`src/rtl/div_seq_pkg.sv`:
```
// Shared types and constants for the divide sequencer.
package div_seq_pkg;

  localparam int unsigned RegBus       = 32;
  localparam int unsigned DoubleRegBus = 64;

  localparam logic DivStart          = 1'b1;
  localparam logic DivStop           = 1'b0;
  localparam logic DivResultReady    = 1'b1;
  localparam logic DivResultNotReady = 1'b0;

  typedef enum logic [1:0] {
    DivFree   = 2'b00,
    DivByZero = 2'b01,
    DivOn     = 2'b10,
    DivEnd    = 2'b11
  } div_state_e;

  // HI/LO payload: remainder in the upper word, quotient in the lower word.
  typedef struct packed {
    logic [RegBus-1:0] rem;
    logic [RegBus-1:0] quo;
  } div_result_t;

  // Conditional two's-complement negation, mod 2^RegBus.
  function automatic logic [RegBus-1:0] neg_if(input logic neg, input logic [RegBus-1:0] v);
    return neg ? (~v + RegBus'(1)) : v;
  endfunction

endpackage

```
`src/rtl/div_seq_if.sv`:
```
// EX <-> divider request/response bundle.
interface div_seq_if;
  import div_seq_pkg::*;

  logic              start_i;
  logic              signed_div_i;
  logic [RegBus-1:0] opdata1_i;
  logic [RegBus-1:0] opdata2_i;
  logic              annul_i;
  div_result_t       result_o;
  logic              ready_o;

  modport master (
    output start_i, signed_div_i, opdata1_i, opdata2_i, annul_i,
    input  result_o, ready_o
  );

  modport slave (
    input  start_i, signed_div_i, opdata1_i, opdata2_i, annul_i,
    output result_o, ready_o
  );

endinterface

```
`src/rtl/div_seq_step.sv`:
```
// One radix-2 restoring division step on the {rem, dividend} partial.
// The returned partial has bit 0 clear; the caller merges in qbit_o.
module div_seq_step #(
  parameter int unsigned W = 32
) (
  input  logic [2*W:0]  part_i,
  input  logic [W-1:0]  divisor_i,
  output logic [2*W:0]  part_o,
  output logic          qbit_o
);

  logic [2*W:0] shifted;
  logic [W+1:0] diff;

  // Shift left, trial-subtract from the upper W+1 bits, restore on borrow.
  always_comb begin
    shifted = part_i << 1;
    diff    = {1'b0, shifted[2*W:W]} - {2'b00, divisor_i};
    qbit_o  = ~diff[W+1];
    part_o  = shifted;
    if (qbit_o) begin
      part_o[2*W:W] = diff[W:0];
    end
  end

endmodule

```
`src/rtl/div_seq.sv`:
```
// Multi-cycle DIV/DIVU sequencer: 32-step restoring divide with sign fix-up.
// Optional build macro DIV_ZERO_FAST_EN: zero divisor returns 0 after one cycle.
module div_seq
  import div_seq_pkg::*;
#(
  parameter int unsigned DATA_W = 32
) (
  input logic      clk,
  input logic      rst,
  div_seq_if.slave bus
);

  localparam int unsigned CntW  = $clog2(DATA_W);
  localparam int unsigned PartW = 2 * DATA_W + 1;

  div_state_e        state_q, state_d;
  logic [CntW-1:0]   cnt_q, cnt_d;
  logic [PartW-1:0]  part_q, part_d;
  logic [DATA_W-1:0] divisor_q, divisor_d;
  logic              neg_quo_q, neg_quo_d;
  logic              neg_rem_q, neg_rem_d;
  div_result_t       result_q, result_d;
  logic              ready_q, ready_d;

  logic              sign1, sign2;
  logic [PartW-1:0]  step_part;
  logic              step_qbit;

  div_seq_step #(.W(DATA_W)) u_div_step (
    .part_i    (part_q),
    .divisor_i (divisor_q),
    .part_o    (step_part),
    .qbit_o    (step_qbit)
  );

  // State and datapath registers.
  always_ff @(posedge clk or negedge rst) begin
    if (!rst) begin
      state_q   <= DivFree;
      cnt_q     <= '0;
      part_q    <= '0;
      divisor_q <= '0;
      neg_quo_q <= 1'b0;
      neg_rem_q <= 1'b0;
      result_q  <= '0;
      ready_q   <= DivResultNotReady;
    end else begin
      state_q   <= state_d;
      cnt_q     <= cnt_d;
      part_q    <= part_d;
      divisor_q <= divisor_d;
      neg_quo_q <= neg_quo_d;
      neg_rem_q <= neg_rem_d;
      result_q  <= result_d;
      ready_q   <= ready_d;
    end
  end

  // Next-state and datapath logic; annul overrides everything.
  always_comb begin
    state_d   = state_q;
    cnt_d     = cnt_q;
    part_d    = part_q;
    divisor_d = divisor_q;
    neg_quo_d = neg_quo_q;
    neg_rem_d = neg_rem_q;
    result_d  = result_q;
    ready_d   = ready_q;
    sign1     = bus.signed_div_i & bus.opdata1_i[DATA_W-1];
    sign2     = bus.signed_div_i & bus.opdata2_i[DATA_W-1];

    case (state_q)
      DivFree: begin
        if (bus.start_i == DivStart) begin
          part_d    = {(DATA_W + 1)'(0), neg_if(sign1, bus.opdata1_i)};
          divisor_d = neg_if(sign2, bus.opdata2_i);
          neg_quo_d = sign1 ^ sign2;
          neg_rem_d = sign1;
          cnt_d     = '0;
`ifdef DIV_ZERO_FAST_EN
          state_d   = (bus.opdata2_i == '0) ? DivByZero : DivOn;
`else
          state_d   = DivOn;
`endif
        end
      end
      DivByZero: begin
        result_d = '0;
        ready_d  = DivResultReady;
        state_d  = DivEnd;
      end
      DivOn: begin
        part_d = step_part | PartW'(step_qbit);
        cnt_d  = cnt_q + CntW'(1);
        if (cnt_q == CntW'(DATA_W - 1)) begin
          result_d.quo = neg_if(neg_quo_q, part_d[DATA_W-1:0]);
          result_d.rem = neg_if(neg_rem_q, part_d[2*DATA_W-1:DATA_W]);
          ready_d      = DivResultReady;
          state_d      = DivEnd;
        end
      end
      DivEnd: begin
        if (bus.start_i == DivStop) begin
          result_d = '0;
          ready_d  = DivResultNotReady;
          state_d  = DivFree;
        end
      end
      default: begin
        state_d = DivFree;
      end
    endcase

    if (bus.annul_i) begin
      state_d  = DivFree;
      cnt_d    = '0;
      result_d = '0;
      ready_d  = DivResultNotReady;
    end
  end

  assign bus.result_o = result_q;
  assign bus.ready_o  = ready_q;

endmodule

```
`src/flat_wrapper.sv`:
```
// flat-port wrapper written by rule: the top's interface ports become plain ports
module div_seq_flat import div_seq_pkg::*;
#(
  parameter int unsigned DATA_W = 32
)
  (clk, rst, bus_start_i, bus_signed_div_i, bus_opdata1_i, bus_opdata2_i, bus_annul_i, bus_result_o, bus_ready_o);
  div_seq_if bus_i ();
  input logic clk;
  input logic rst;
  input wire logic [$bits(bus_i.start_i)-1:0] bus_start_i;
  input wire logic [$bits(bus_i.signed_div_i)-1:0] bus_signed_div_i;
  input wire logic [$bits(bus_i.opdata1_i)-1:0] bus_opdata1_i;
  input wire logic [$bits(bus_i.opdata2_i)-1:0] bus_opdata2_i;
  input wire logic [$bits(bus_i.annul_i)-1:0] bus_annul_i;
  output wire logic [$bits(bus_i.result_o)-1:0] bus_result_o;
  output wire logic [$bits(bus_i.ready_o)-1:0] bus_ready_o;
  assign bus_i.start_i = bus_start_i;
  assign bus_i.signed_div_i = bus_signed_div_i;
  assign bus_i.opdata1_i = bus_opdata1_i;
  assign bus_i.opdata2_i = bus_opdata2_i;
  assign bus_i.annul_i = bus_annul_i;
  assign bus_result_o = bus_i.result_o;
  assign bus_ready_o = bus_i.ready_o;
  div_seq #(.DATA_W(DATA_W)) u_core (.clk(clk), .rst(rst), .bus(bus_i));
endmodule
```
`config.mk`:
```
export PLATFORM = sky130hd
export DESIGN_NAME = div_seq_flat
export DESIGN_NICKNAME = d
export VERILOG_FILES = /design/src/rtl/div_seq_pkg.sv /design/src/rtl/div_seq_if.sv /design/src/rtl/div_seq_step.sv /design/src/rtl/div_seq.sv /design/src/flat_wrapper.sv
export SDC_FILE = /design/constraint.sdc
export NUM_CORES = 1
export LEC_CHECK = 0
export CORE_MARGIN = 5
export CORE_UTILIZATION = 45
export CTS_CLUSTER_DIAMETER = 50
export DETAILED_ROUTE_END_ITERATION = 12
export GPL_ROUTABILITY_DRIVEN = 0
export PLACE_DENSITY = 0.63
export REMOVE_ABC_BUFFERS = 1
export SYNTH_ARGS = -nofsm -noshare
export SYNTH_HDL_FRONTEND = slang
export SYNTH_HIERARCHICAL = 1
export SYNTH_SLANG_ARGS = --single-unit
export TNS_END_PERCENT = 100
```
`constraint.sdc`:
```
create_clock -name clk -period 6.1 [get_ports clk]
set_input_delay 0.915 -clock clk [delete_from_list [all_inputs] [get_ports clk]]
set_output_delay 0.915 -clock clk [all_outputs]
set_load 0.01 [all_outputs]
```
Word level (Yosys, flattened, before mapping)
Index checks and enable logic that the tools add are counted.
- register bits: 170
- input port bits: 69
- logic and storage cells: 64
- add/subtract/negate cells: 6
- eq/ne operators: 8
- mux-type cells: 23
- bitwise operators: 9
- reduce and logical (&&, ||, !) cells: 9
- operators by type and width (cell ; count):
    64-bit 2-to-1 mux ; 4
    64-bit case mux with 3 select lines ; 1
    32-bit 2-to-1 mux ; 5
    32-bit by 1-bit adder with 32-bit output, second input constant ; 4
    32-bit inverter ; 4
    64-bit case mux with 2 select lines ; 1
    64-bit by 1-bit OR with 64-bit output ; 1
    33-bit by 32-bit subtractor with 34-bit output ; 1
    5-bit 2-to-1 mux ; 2
    5-bit case mux with 2 select lines ; 1
    2-bit 2-to-1 mux ; 4
    2-bit case mux with 4 select lines ; 1
    3-bit inequality test, second input constant ; 2
    2-bit AND reduction ; 3
    3-bit AND reduction ; 2
    5-bit by 1-bit adder with 5-bit output, second input constant ; 1
    5-bit == test, second input constant ; 1
    2-bit == test, second input constant ; 2
    4-bit nonzero test ; 1
    1-bit 2-to-1 mux ; 3
    3-bit by 2-bit inequality test with 1-bit output, second input constant ; 1
    1-bit case mux with 3 select lines ; 1
    3-bit nonzero test ; 1
    1-bit AND ; 2
    6 further kinds ; 6

Logic depth before layout (Yosys ltp)
Gate-level depths: netlist of run 1.
- word-level depth: 9
- depth in mapped cells: 19

Hierarchy
Netlist of run 1, hierarchy kept.
- by module, submodules not included (module ; times used ; cells each ; area an instance (um2) ; sequential area each (um2)):
    div_seq ; 1 ; 1096 ; 9506.6 ; 4279.1
    div_seq_step ; 1 ; 398 ; 2625.0 ; 0.0

Worst setup path before layout of run 1
Ideal clock, no wire load.
- kind: flip-flop to flip-flop
- from: register u_core.part_q[31]
- to: register u_core.result_q, in the netlist u_core/bus.result_o[62]
- setup time: 133 ps
- data arrival time: 3937 ps
- slack: 2030 ps
- stages on the path, launching flop included: 17
- buffers on the path: 0
- cell sequence: dfrtp_1 > inv_1 > ha_1 > inv_1 > fa_1 > a211oi_1 > o211a_1 > o41ai_1 > nor2_1 > nor2_1 > or4_1 > a41o_1 > or4_1 > or4_1 > o31ai_1 > xor2_1 > o21ai_0
- word-level cells in the longest chain between the ends: 9
- RTL lines (item ; RTL line ; source):
    start: declaration ; div_seq.sv:18 ; logic [PartW-1:0] part_q, part_d;
    start signal: assignment ; div_seq.sv:50 ; part_q <= part_d;
    33-bit by 32-bit subtractor with 34-bit output ; div_seq_step.sv:18 ; diff = {1'b0, shifted[2*W:W]} - {2'b00, divisor_i};
    32-bit 2-to-1 mux ; div_seq_step.sv:21 ; if (qbit_o) begin
    via u_core.step_part[58] ; div_seq.sv:26 ; logic [PartW-1:0] step_part;
    64-bit by 1-bit OR with 64-bit output ; div_seq.sv:93 ; part_d = step_part | PartW'(step_qbit);
    32-bit inverter ; div_seq_pkg.sv:27 ; return neg ? (~v + RegBus'(1)) : v;
    32-bit by 1-bit adder with 32-bit output ; div_seq_pkg.sv:27 ;
    32-bit 2-to-1 mux ; div_seq_pkg.sv:27 ;
    64-bit 2-to-1 mux ; div_seq.sv:95 ; if (cnt_q == CntW'(DATA_W - 1)) begin
    64-bit case mux with 3 select lines ; div_seq.sv:72 ; case (state_q)
    64-bit 2-to-1 mux ; div_seq.sv:114 ; if (bus.annul_i) begin
    end signal: assignment ; div_seq.sv:54 ; result_q <= result_d;
    end: declaration ; div_seq.sv:22 ; div_result_t result_q, result_d;
The timed path passes the listed nets, and every way through them passes these cells. The select of a mux whose other input is x is not followed.
A chain may end at the register's enable or synchronous reset.

Worst setup path in the final report of run 1
- from: register u_core.part_q[37]
- to: register u_core.result_q, in the netlist u_core/bus.result_o[57]
Same word-level chain as after synthesis.

==> run summary, run 1 <==
R2r worst-path depth - 13
CTS buffer count - 17
DR vias - 10800
Core Footprint - 26650 µm²
Maximum fanout along the worst path - 58
Initial antenna violation count - 0
Critical path's top delay family - compound AO/OA/AOI/OAI gates
Initial DRC count - 888
Io pins - 134
Maximum clock rate - 197.9 MHz
Required @ worst endpoint - 6390 ps
Grt ovf - 0
R2r endpoint - u_core/bus.result_o[57]
# diodes - 0
Post-Syn Area per Cell - 8.124 µm²
Pwr dens - 339.3 nW/µm²
Total Routing Usage GR - 22.28%
CTS resizes - 0
Postcts setup bufs - 0
Mapped Cells - 1484
H-tree depth - 4
Design Power - 4.695 mW
Worst hold path type - input pin to async pin
Slew @ Worst Pin - 1146 ps
Status - completed
Reg-to-Reg Start - u_core/part_q[37]
Setup CP Type - flop to flop
RSZ-0062 raised after global routing - false
Most common cell after layout, fill and taps aside - nand2_1
Final slew viol count - 0
Netlist Area Pre-Place - 12060 µm²
Clk sinks - 170
First-pass GRT wire length - 55700 µm
Max_slew headroom - 23.62%
Commonest cells after routing, fill and taps aside - nand2_1 (260), o21ai_0 (202), dfrtp_1 (170)
Buf/Inv on CP - 0
Worst path slowest cell - nand4b_1
Rows - 60
Skew final - 13.01 ps
Min Clock Period, post-route - 5053 ps
Die Wd - 173.7 µm
Clock Pin Slew Worst Setup and Hold Paths - 70 ps
Max-cap violations - 0
DRC viols - 0
Starting Density - 45.23%
Final Cycle Share - 82.84%
Cell mode on critical path - o21ai_0
Post-DR wirelength/cell - 17.96 µm
Post-DP HPWL - 24340 µm
Synth Warn # - 6
Arrival time at the worst endpoint - 5340 ps
Crit end category - flop
Final Hold Vio Count - 0
I/O Buffers - 133
Static Leakage - 5.723 nW
Die Ht - 173.7 µm
Hold WS - 437.0 ps
Nets - 1644
Worst skew pair latency - 430 ps
Setup violations, final - 0
Antenna viol nets, final - 0
Largest net degree at the start of global routing - 98
Synthesis-to-layout area growth - 14.79%
CP max stage delay - 690 ps
Clock tree buffer depth - 2
Peak supply drop - 0.1792 mV
Root buffer cell - clkbuf_16
Cts hold-fix bufs - 0
DR pass1 iterations - 5
Startpoint types - flop
Layout cell share with drive strength beyond 1 - 4.981%
Critical-path cell list - ha_1 -> a211oi_1 -> o21bai_1 -> a32oi_1 -> a21boi_1 -> o21bai_2 -> a31o_4 -> o21ai_0 -> or3_1 -> nand4b_1 -> o41ai_1 -> xor2_1 -> o21ai_0
Vias per std cell - 5.723
Wirelength, routed - 33900 µm
Number of global-route vias before repair - 10680
DIE AREA - 30160 µm²
CTS tree - yes
R2R Setup Slk - 1050 ps
==> state kept, by name, summed over array words and instances, names as in the netlist <==
name and count:
u_core/part_q 64, u_core/bus.result_o 64, u_core/cnt_q 5, u_core/state_q 2, u_core/neg_quo_q 1, u_core/bus.ready_o 1, u_core/neg_rem_q 1, u_core/divisor_q 32
==> worst max path at each step <==
stage,start,end,slack (ps),depth (start not counted)
finish,u_core/part_q[37],u_core/bus.result_o[57],1050,13
global route,u_core/part_q[37],u_core/bus.result_o[63],560,13
CTS,u_core/part_q[41],u_core/bus.result_o[57],1100,13
detailed placement,u_core/part_q[41],u_core/bus.result_o[57],1120,13
global placement,u_core/part_q[41],u_core/bus.result_o[59],1190,13
floorplan,u_core/state_q[0],u_core/part_q[24],-550,7
==> metal layers <==
| layer | part of all wire (%) | global-route usage (%) | vias to the layer above |
|---|---|---|---|
| met2 | 48 | 38.03 | 278 |
| met3 | 4.5 | 3.751 | 44 |
| li1 | - | - | 5300 |
| met5 | 0 | 0 | - |
| met4 | 2.9 | 7.918 | 0 |
| met1 | 44 | 28.63 | 5177 |
==> stage by stage <==
stage          cell area (µm²)  std cells  setup TNS, ps  util [%]  worst slack (ps)
2_1_floorplan            11410       1371          -2259         -            -545.8
3_3_place_gp             13280       1855              0     49.82              1193
3_5_place_dp             13280       1855              0     49.82              1124
4_1_cts                  13840       1887              0     51.92              1101
5_1_grt                  13840       1887              0     51.92             564.8
6_report                 13840       1887              0     51.92              1047
==> final cells by class <==
type / instances / area, µm²
fill: 2556 / 12810
clock inverter: 13 / 107.6
sequential: 170 / 4254
tap: 341 / 426.7
multi-input combinational: 1148 / 6990
timing repair buffer: 143 / 1408
inverter: 53 / 198.9
clock buffer: 19 / 452.9
==> worst reg2reg max path, stage by stage (launching register included) <==
cell,delay [ps]
dfrtp_1,400
ha_1,390
a211oi_1,340
o21bai_1,120
a32oi_1,240
a21boi_1,130
o21bai_2,190
a31o_4,610
o21ai_0,410
or3_1,490
nand4b_1,690
o41ai_1,630
xor2_1,180
o21ai_0,90
==> where the power goes <==
part	internal (mW)	switching, mW
Sequential	1.35	0.288
Combinational	0.732	1.27
Clock	0.554	0.502
Total	2.64	2.06
Power figures use the tool's default switching activity.
==> inputs of run 2 (changes only) <==
==> constraint.sdc (replaced) <==
create_clock -name clk -period 5.2 [get_ports clk]
set_input_delay 0.78 -clock clk [delete_from_list [all_inputs] [get_ports clk]]
set_output_delay 0.78 -clock clk [all_outputs]
set_load 0.01 [all_outputs]
==> run 2 against run 1 <==
Against the previous run:
- routed wire length about the same
- fmax up 7.4%
- combinational power up 19%
- global-route usage down 0.059 points
- flip-flop and latch count unchanged
- critical path depth up 1
==> run summary, run 2 (synthesized netlist as in run 1, its figures left out) <==
Max_slew headroom - 23.65% (+0.028 points)
Skew final - 13.84 ps (+0.8302 ps)
Die Ht - 173.7 µm (unchanged)
Rows - 60 (unchanged)
DR pass1 iterations - 5 (unchanged)
DR vias - 10830 (+0.31%)
CTS tree - yes
Wirelength, routed - 33900 µm (about the same)
Worst skew pair latency - 440 ps (about the same)
Status - completed
Starting Density - 45.23% (unchanged)
Required @ worst endpoint - 5510 ps (-880 ps)
Post-DP HPWL - 24790 µm (+1.8%)
Postcts setup bufs - 0 (unchanged)
Nets - 1659 (+0.91%)
Commonest cells after routing, fill and taps aside - nand2_1 (260), o21ai_0 (202), dfrtp_1 (170)
# diodes - 0 (unchanged)
Final Cycle Share - 90.48% (+7.6 points)
I/O Buffers - 133 (unchanged)
DP Cell Count - 1870 (+0.81%)
Worst hold path type - input pin to async pin
Most common cell after layout, fill and taps aside - nand2_1
Crit end category - flop
Die Wd - 173.7 µm (unchanged)
Post-DR wirelength/cell - 17.83 µm (-0.73%)
Largest net degree at the start of global routing - 102 (+4.1%)
Max-cap violations - 0 (unchanged)
Critical path's top delay family - compound AO/OA/AOI/OAI gates
Clk sinks - 170 (unchanged)
Grt ovf - 0 (unchanged)
Design Power - 5.670 mW (+21%)
Synthesis-to-layout area growth - 16.25%
CP max stage delay - 640 ps (-50 ps)
Post-route worst setup slack - 495.1 ps (-551.8 ps)
Slew @ Worst Pin - 1145 ps (-0.4282 ps)
Min Clock Period, post-route - 4705 ps (-348.2 ps)
RSZ-0062 raised after global routing - false
CTS buffer count - 17 (unchanged)
Number of global-route vias before repair - 10500 (-1.7%)
Clock Pin Slew Worst Setup and Hold Paths - 70 ps (about the same)
Setup violations, final - 0 (unchanged)
DP Worst Slack - 536.9 ps (-586.9 ps)
Buf/Inv on CP - 1 (+1)
Cts hold-fix bufs - 0 (unchanged)
Vias per std cell - 5.699 (-0.42%)
H-tree depth - 4 (unchanged)
Clock tree buffer depth - 2 (unchanged)
Layout cell share with drive strength beyond 1 - 5.705% (+0.72 points)
Static Leakage - 5.832 nW (+1.9%)
Setup CP Type - flop to flop
CTS resizes - 0 (unchanged)
Core Footprint - 26650 µm² (unchanged)
DRC viols - 0 (unchanged)
Total Routing Usage GR - 22.22% (-0.059 points)
Cell mode on critical path - o21ai_0
Antenna viol nets, final - 0 (unchanged)
Final Non-Filler Cells - 1901 (+0.74%)
Final slew viol count - 0 (unchanged)
Pwr dens - 404.6 nW/µm² (+19%)
Worst path slowest cell - nor3_1
Io pins - 134 (unchanged)
Arrival time at the worst endpoint - 5010 ps (-330 ps)
DIE AREA - 30160 µm² (unchanged)
Critical-path cell list - ha_1 -> a211oi_1 -> o21bai_1 -> a32oi_1 -> a21boi_1 -> o21bai_2 -> a31o_4 -> o21ai_0 -> nor3_1 -> nand4b_1 -> buf_4 -> o41ai_1 -> xor2_1 -> o21ai_0
Peak supply drop - 0.2112 mV (+18%)
First-pass GRT wire length - 55070 µm (-1.1%)
Maximum clock rate - 212.5 MHz (+7.4%)
Root buffer cell - clkbuf_16
Startpoint types - flop
Initial antenna violation count - 0 (unchanged)
Initial DRC count - 756 (-15%)
Final Hold Vio Count - 0 (unchanged)
Maximum fanout along the worst path - 58 (unchanged)
## run 2: final cells by class
| cell class | count | area (µm²) |
|---|---|---|
| flip-flops and latches | 170 | 4254 |
| clock buffers | 20 | 456.7 |
| multi-input cells | 1148 | 6987 |
| repair buffers | 158 | 1533 |
| fillers | 2508 | 12640 |
| inverters | 53 | 198.9 |
| well taps | 341 | 426.7 |
| clock inverters | 11 | 158.9 |
## run 2: path summary, 6_finish.rpt
kind / slack, ps / cells past startpoint / end / startpoint
max: 500 / 14 / u_core/bus.result_o[63] / u_core/part_q[37]
min: 410 / 1 / u_core/divisor_q[13] / rst
max reg2reg: 500 / 14 / u_core/bus.result_o[63] / u_core/part_q[37]
min reg2reg: 470 / 2 / u_core/bus.result_o[48] / u_core/bus.result_o[48]
max in group asynchronous: 3630 / 2 / u_core/part_q[53] / rst
min in group clk: 470 / 2 / u_core/bus.result_o[48] / u_core/bus.result_o[48]
## run 2: per-layer routing
layer	track usage (%)	wire, µm
met1	28.44	15080
met2	38.49	16580
met3	4.362	1503
met4	6.104	731
met5	0	0
## run 2: worst register-to-register path, delay by kind of cell, from the launching register on
family / cells / cell delay [ps]
buf+inv: 1 / 230
xor+xnor: 1 / 170
fa+ha+maj: 1 / 380
compound gates: 9 / 2580
flops: 1 / 400
simple gates: 2 / 820
## run 2: report_power, final
| part | internal (mW) | switching [mW] | total (mW) |
|---|---|---|---|
| Sequential | 1.59 | 0.333 | 1.92 |
| Clock | 0.791 | 0.580 | 1.37 |
| Combinational | 0.899 | 1.48 | 2.38 |
## run 2: per-stage QoR
| step | util [%] | setup TNS [ps] | hold slack, ps | instance area (µm²) |
|---|---|---|---|---|
| after global placement | 50.28 | 0 | 460.0 | 13400 |
| after detailed placement | 50.28 | 0 | 468.8 | 13400 |
| final | 52.59 | 0 | 405.6 | 14010 |
| after floorplan | - | -20470 | 448.9 | 11410 |
| after CTS | 52.59 | 0 | 482.8 | 14010 |
| after global routing | 52.59 | 0 | 498.5 | 14010 |
==> inputs of run 3 (changes only) <==
--- a/config.mk
+++ b/config.mk
@@ -5,7 +5,8 @@
 export SDC_FILE = /design/constraint.sdc
 export NUM_CORES = 1
 export LEC_CHECK = 0
-export CORE_MARGIN = 5
+export CORE_ASPECT_RATIO = 0.8
+export CORE_MARGIN = 3
 export CORE_UTILIZATION = 45
 export CTS_CLUSTER_DIAMETER = 50
 export DETAILED_ROUTE_END_ITERATION = 12
@@ -14,6 +15,5 @@
 export REMOVE_ABC_BUFFERS = 1
 export SYNTH_ARGS = -nofsm -noshare
 export SYNTH_HDL_FRONTEND = slang
-export SYNTH_HIERARCHICAL = 1
 export SYNTH_SLANG_ARGS = --single-unit
 export TNS_END_PERCENT = 100
==> run 3 against run 2 <==
Against the previous run:
- utilization increased by 3.0 points
- routed wire length down 1.8%
- via count up 2.4%
- global-route usage up 1.4 points
- hold slack barely moved
- non-clock buffer count is 14 higher
- total power increased by 16%
- cell area rose by 1.7%
- final cell count rose by 2.7%
- highest routed layer unchanged
- clock-buffer cell count is 1 higher
- register-to-register slack lost 230 ps
- sequential power increased by 3%
==> run summary, run 3 <==
Status - completed
Top post-synthesis cells by count - nand2_1 (249), o21ai_0 (222), dfrtp_1 (170)
Commonest cells after routing, fill and taps aside - nand2_1 (248), o21ai_0 (218), dfrtp_1 (170)
Wirelength, routed - 33280 µm (-1.8%)
Final Cycle Share - 94.96% (+4.5 points)
Cts hold-fix bufs - 0 (unchanged)
H-tree depth - 4 (unchanged)
Setup violations, final - 0 (unchanged)
Synth area leaders - dfrtp_1 (36%), o21ai_0 (9.4%), nand2_1 (7.9%), xor2_1 (5.3%), xnor2_1 (4.6%)
Core Footprint - 25630 µm² (-3.8%)
DRC viols - 0 (unchanged)
Initial DRC count - 740 (-2.1%)
CTS buffer count - 17 (unchanged)
Area of the multi-input gates - 7107 µm² (+1.7%)
I/O Buffers - 133 (unchanged)
Peak supply drop - 0.2605 mV (+23%)
Ys async rst share - 100.0%
Post-DR wirelength/cell - 17.04 µm (-4.4%)
Clk sinks - 170 (unchanged)
# diodes - 0 (unchanged)
Register Area - 4254 µm² (unchanged)
Synth Warn # - 0 (-6)
# fillers - 2442 (-2.6%)
Clock tree buffer depth - 2 (unchanged)
Placed Area - 13610 µm² (+1.6%)
Nets - 1702 (+2.6%)
Die Wd - 187.6 µm (+8.0%)
Area leader, netlist - dfrtp_1
Post-Syn Area per Cell - 8.047 µm² (-0.95%)
DR vias - 11090 (+2.4%)
Synth cell types - 81
Layout cell share with drive strength beyond 1 - 6.492% (+0.79 points)
Worst hold path type - input pin to async pin
Rows - 52 (-13%)
Grt ovf - 0 (unchanged)
Ys flop type - dfrtp_1
Yosys reg bits - 170
Post-synth EDFFs - 0
Total Routing Usage GR - 23.64% (+1.4 points)
Netlist Area Pre-Place - 11870 µm² (-1.5%)
Post-synth top area share - 35.84%
Required @ worst endpoint - 5500 ps (about the same)
Maximum fanout along the worst path - 7 (-88%)
Final slew viol count - 0 (unchanged)
Slew @ Worst Pin - 1043 ps (-102.3 ps)
Max_slew headroom - 30.47% (+6.8 points)
Setup CP Type - flop to flop
Vias per std cell - 5.680 (-0.33%)
Final Hold Vio Count - 0 (unchanged)
Design area - 14250 µm² (+1.7%)
Max-cap violations - 0 (unchanged)
First-pass GRT wire length - 54420 µm (-1.2%)
Most common cell after layout, fill and taps aside - nand2_1
CTS tree - yes
Most common cell in the synthesized netlist - nand2_1
Skew final - 8.614 ps (-5.226 ps)
Die Ht - 151.3 µm (-13%)
Maximum clock rate - 202.5 MHz (-4.7%)
Pwr dens - 461.8 nW/µm² (+14%)
Clock Pin Slew Worst Setup and Hold Paths - 70 ps (about the same)
Mapped Cells - 1475 (-0.61%)
Seq/Total Area, Yosys - 35.84%
Worst skew pair latency - 440 ps (about the same)
R2r worst-path depth - 17 (+3)
Number of global-route vias before repair - 10320 (-1.7%)
Root buffer cell - clkbuf_16
Startpoint types - flop
Min Clock Period, post-route - 4938 ps (+233.0 ps)
Hold WS - 405.2 ps (-0.4400 ps)
Post-DP HPWL - 24840 µm (+0.21%)
RSZ-0062 raised after global routing - false
Synthesis-to-layout area growth - 20.03%
DR pass1 iterations - 5 (unchanged)
Static Leakage - 5.953 nW (+2.1%)
Starting Density - 46.30% (+1.1 points)
Initial antenna violation count - 0 (unchanged)
Largest net degree at the start of global routing - 99 (-2.9%)
Crit end category - flop
Arrival time at the worst endpoint - 5240 ps (+230 ps)
Io pins - 134 (unchanged)
Antenna viol nets, final - 0 (unchanged)
DIE AREA - 28370 µm² (-5.9%)
## run 3: logic make-up after synthesis
group | share of synthesized area (%)
adders and majority gates | 4.596
AOI/OAI and AO/OA | 23.62
xor gates and xnor gates | 9.962
DFF | 35.84
and+or+nand+nor | 19.57
buffers and inverters | 4.628
muxes | 1.782
## run 3: layout make-up
type | count | area share, %
Multi-Input combinational cell | 1173 | 49.89
Clock inverter | 10 | 0.9837
Sequential cell | 170 | 29.86
Timing Repair Buffer | 172 | 11.41
Clock buffer | 21 | 3.302
Inverter | 56 | 1.475
Tap cell | 351 | 3.083
## run 3: what timing repair did
item                                    4_1_cts  5_1_grt
endpoints found under the setup margin        0       11
gates resized for setup                       0        9
buffers inserted                              0        1
## run 3: routing by layer
layer / up-vias / share of wire (%) / track usage (%)
met4: 0 / 1.3 / 5.699
met1: 5333 / 50 / 35.53
met5: - / 0 / 0
met2: 273 / 44 / 35.54
li1: 5447 / - / -
met3: 40 / 4.8 / 3.933
## run 3: metrics by stage
step                power, mW  setup WS, ps  std cells  util [%]  TNS (ps)
finish                  6.578         262.0       1953     55.57         0
global route            7.117         20.16       1953     55.57         0
CTS                     6.576         25.33       1952     55.46         0
detailed placement      5.208         58.12       1921     53.08         0
global placement        5.168         248.8       1921     53.08         0
floorplan               4.106        -205.1       1399         -     -1239
## run 3: power breakdown
group | leakage (nW) | total (mW) | switching (mW) | internal, mW
combinational | 3.40 | 3.26 | 1.96 | 1.30
sequential | 2.26 | 1.97 | 0.318 | 1.66
clock | 0.292 | 1.34 | 0.548 | 0.792
## run 3: critical path, stage by stage, from the launching register on
cell and delay (ps):
dfrtp_1 420, ha_1 380, a21oi_1 220, o21ai_1 200, a2111oi_2 420, o31a_2 250
nand2_4 100, o21ai_1 190, ha_1 190, inv_1 60, or4_1 560, nor4_2 200
or4bb_2 700, o32ai_4 220, nand2_4 110, o31ai_1 320, xor2_1 160, o21ai_0 80
## run 3: worst paths after layout
kind,startpoint,endpoint,slack (ps)
setup / recovery,u_core.part_q[51],u_core.bus.result_o[62],260
min in group clk,u_core.bus.result_o[21],u_core.bus.result_o[21],470
hold reg to reg,u_core.bus.result_o[21],u_core.bus.result_o[21],470
hold / removal,rst,u_core.divisor_q[29],410
setup reg to reg,u_core.part_q[51],u_core.bus.result_o[62],260
max in group asynchronous,rst,u_core.divisor_q[1],3720
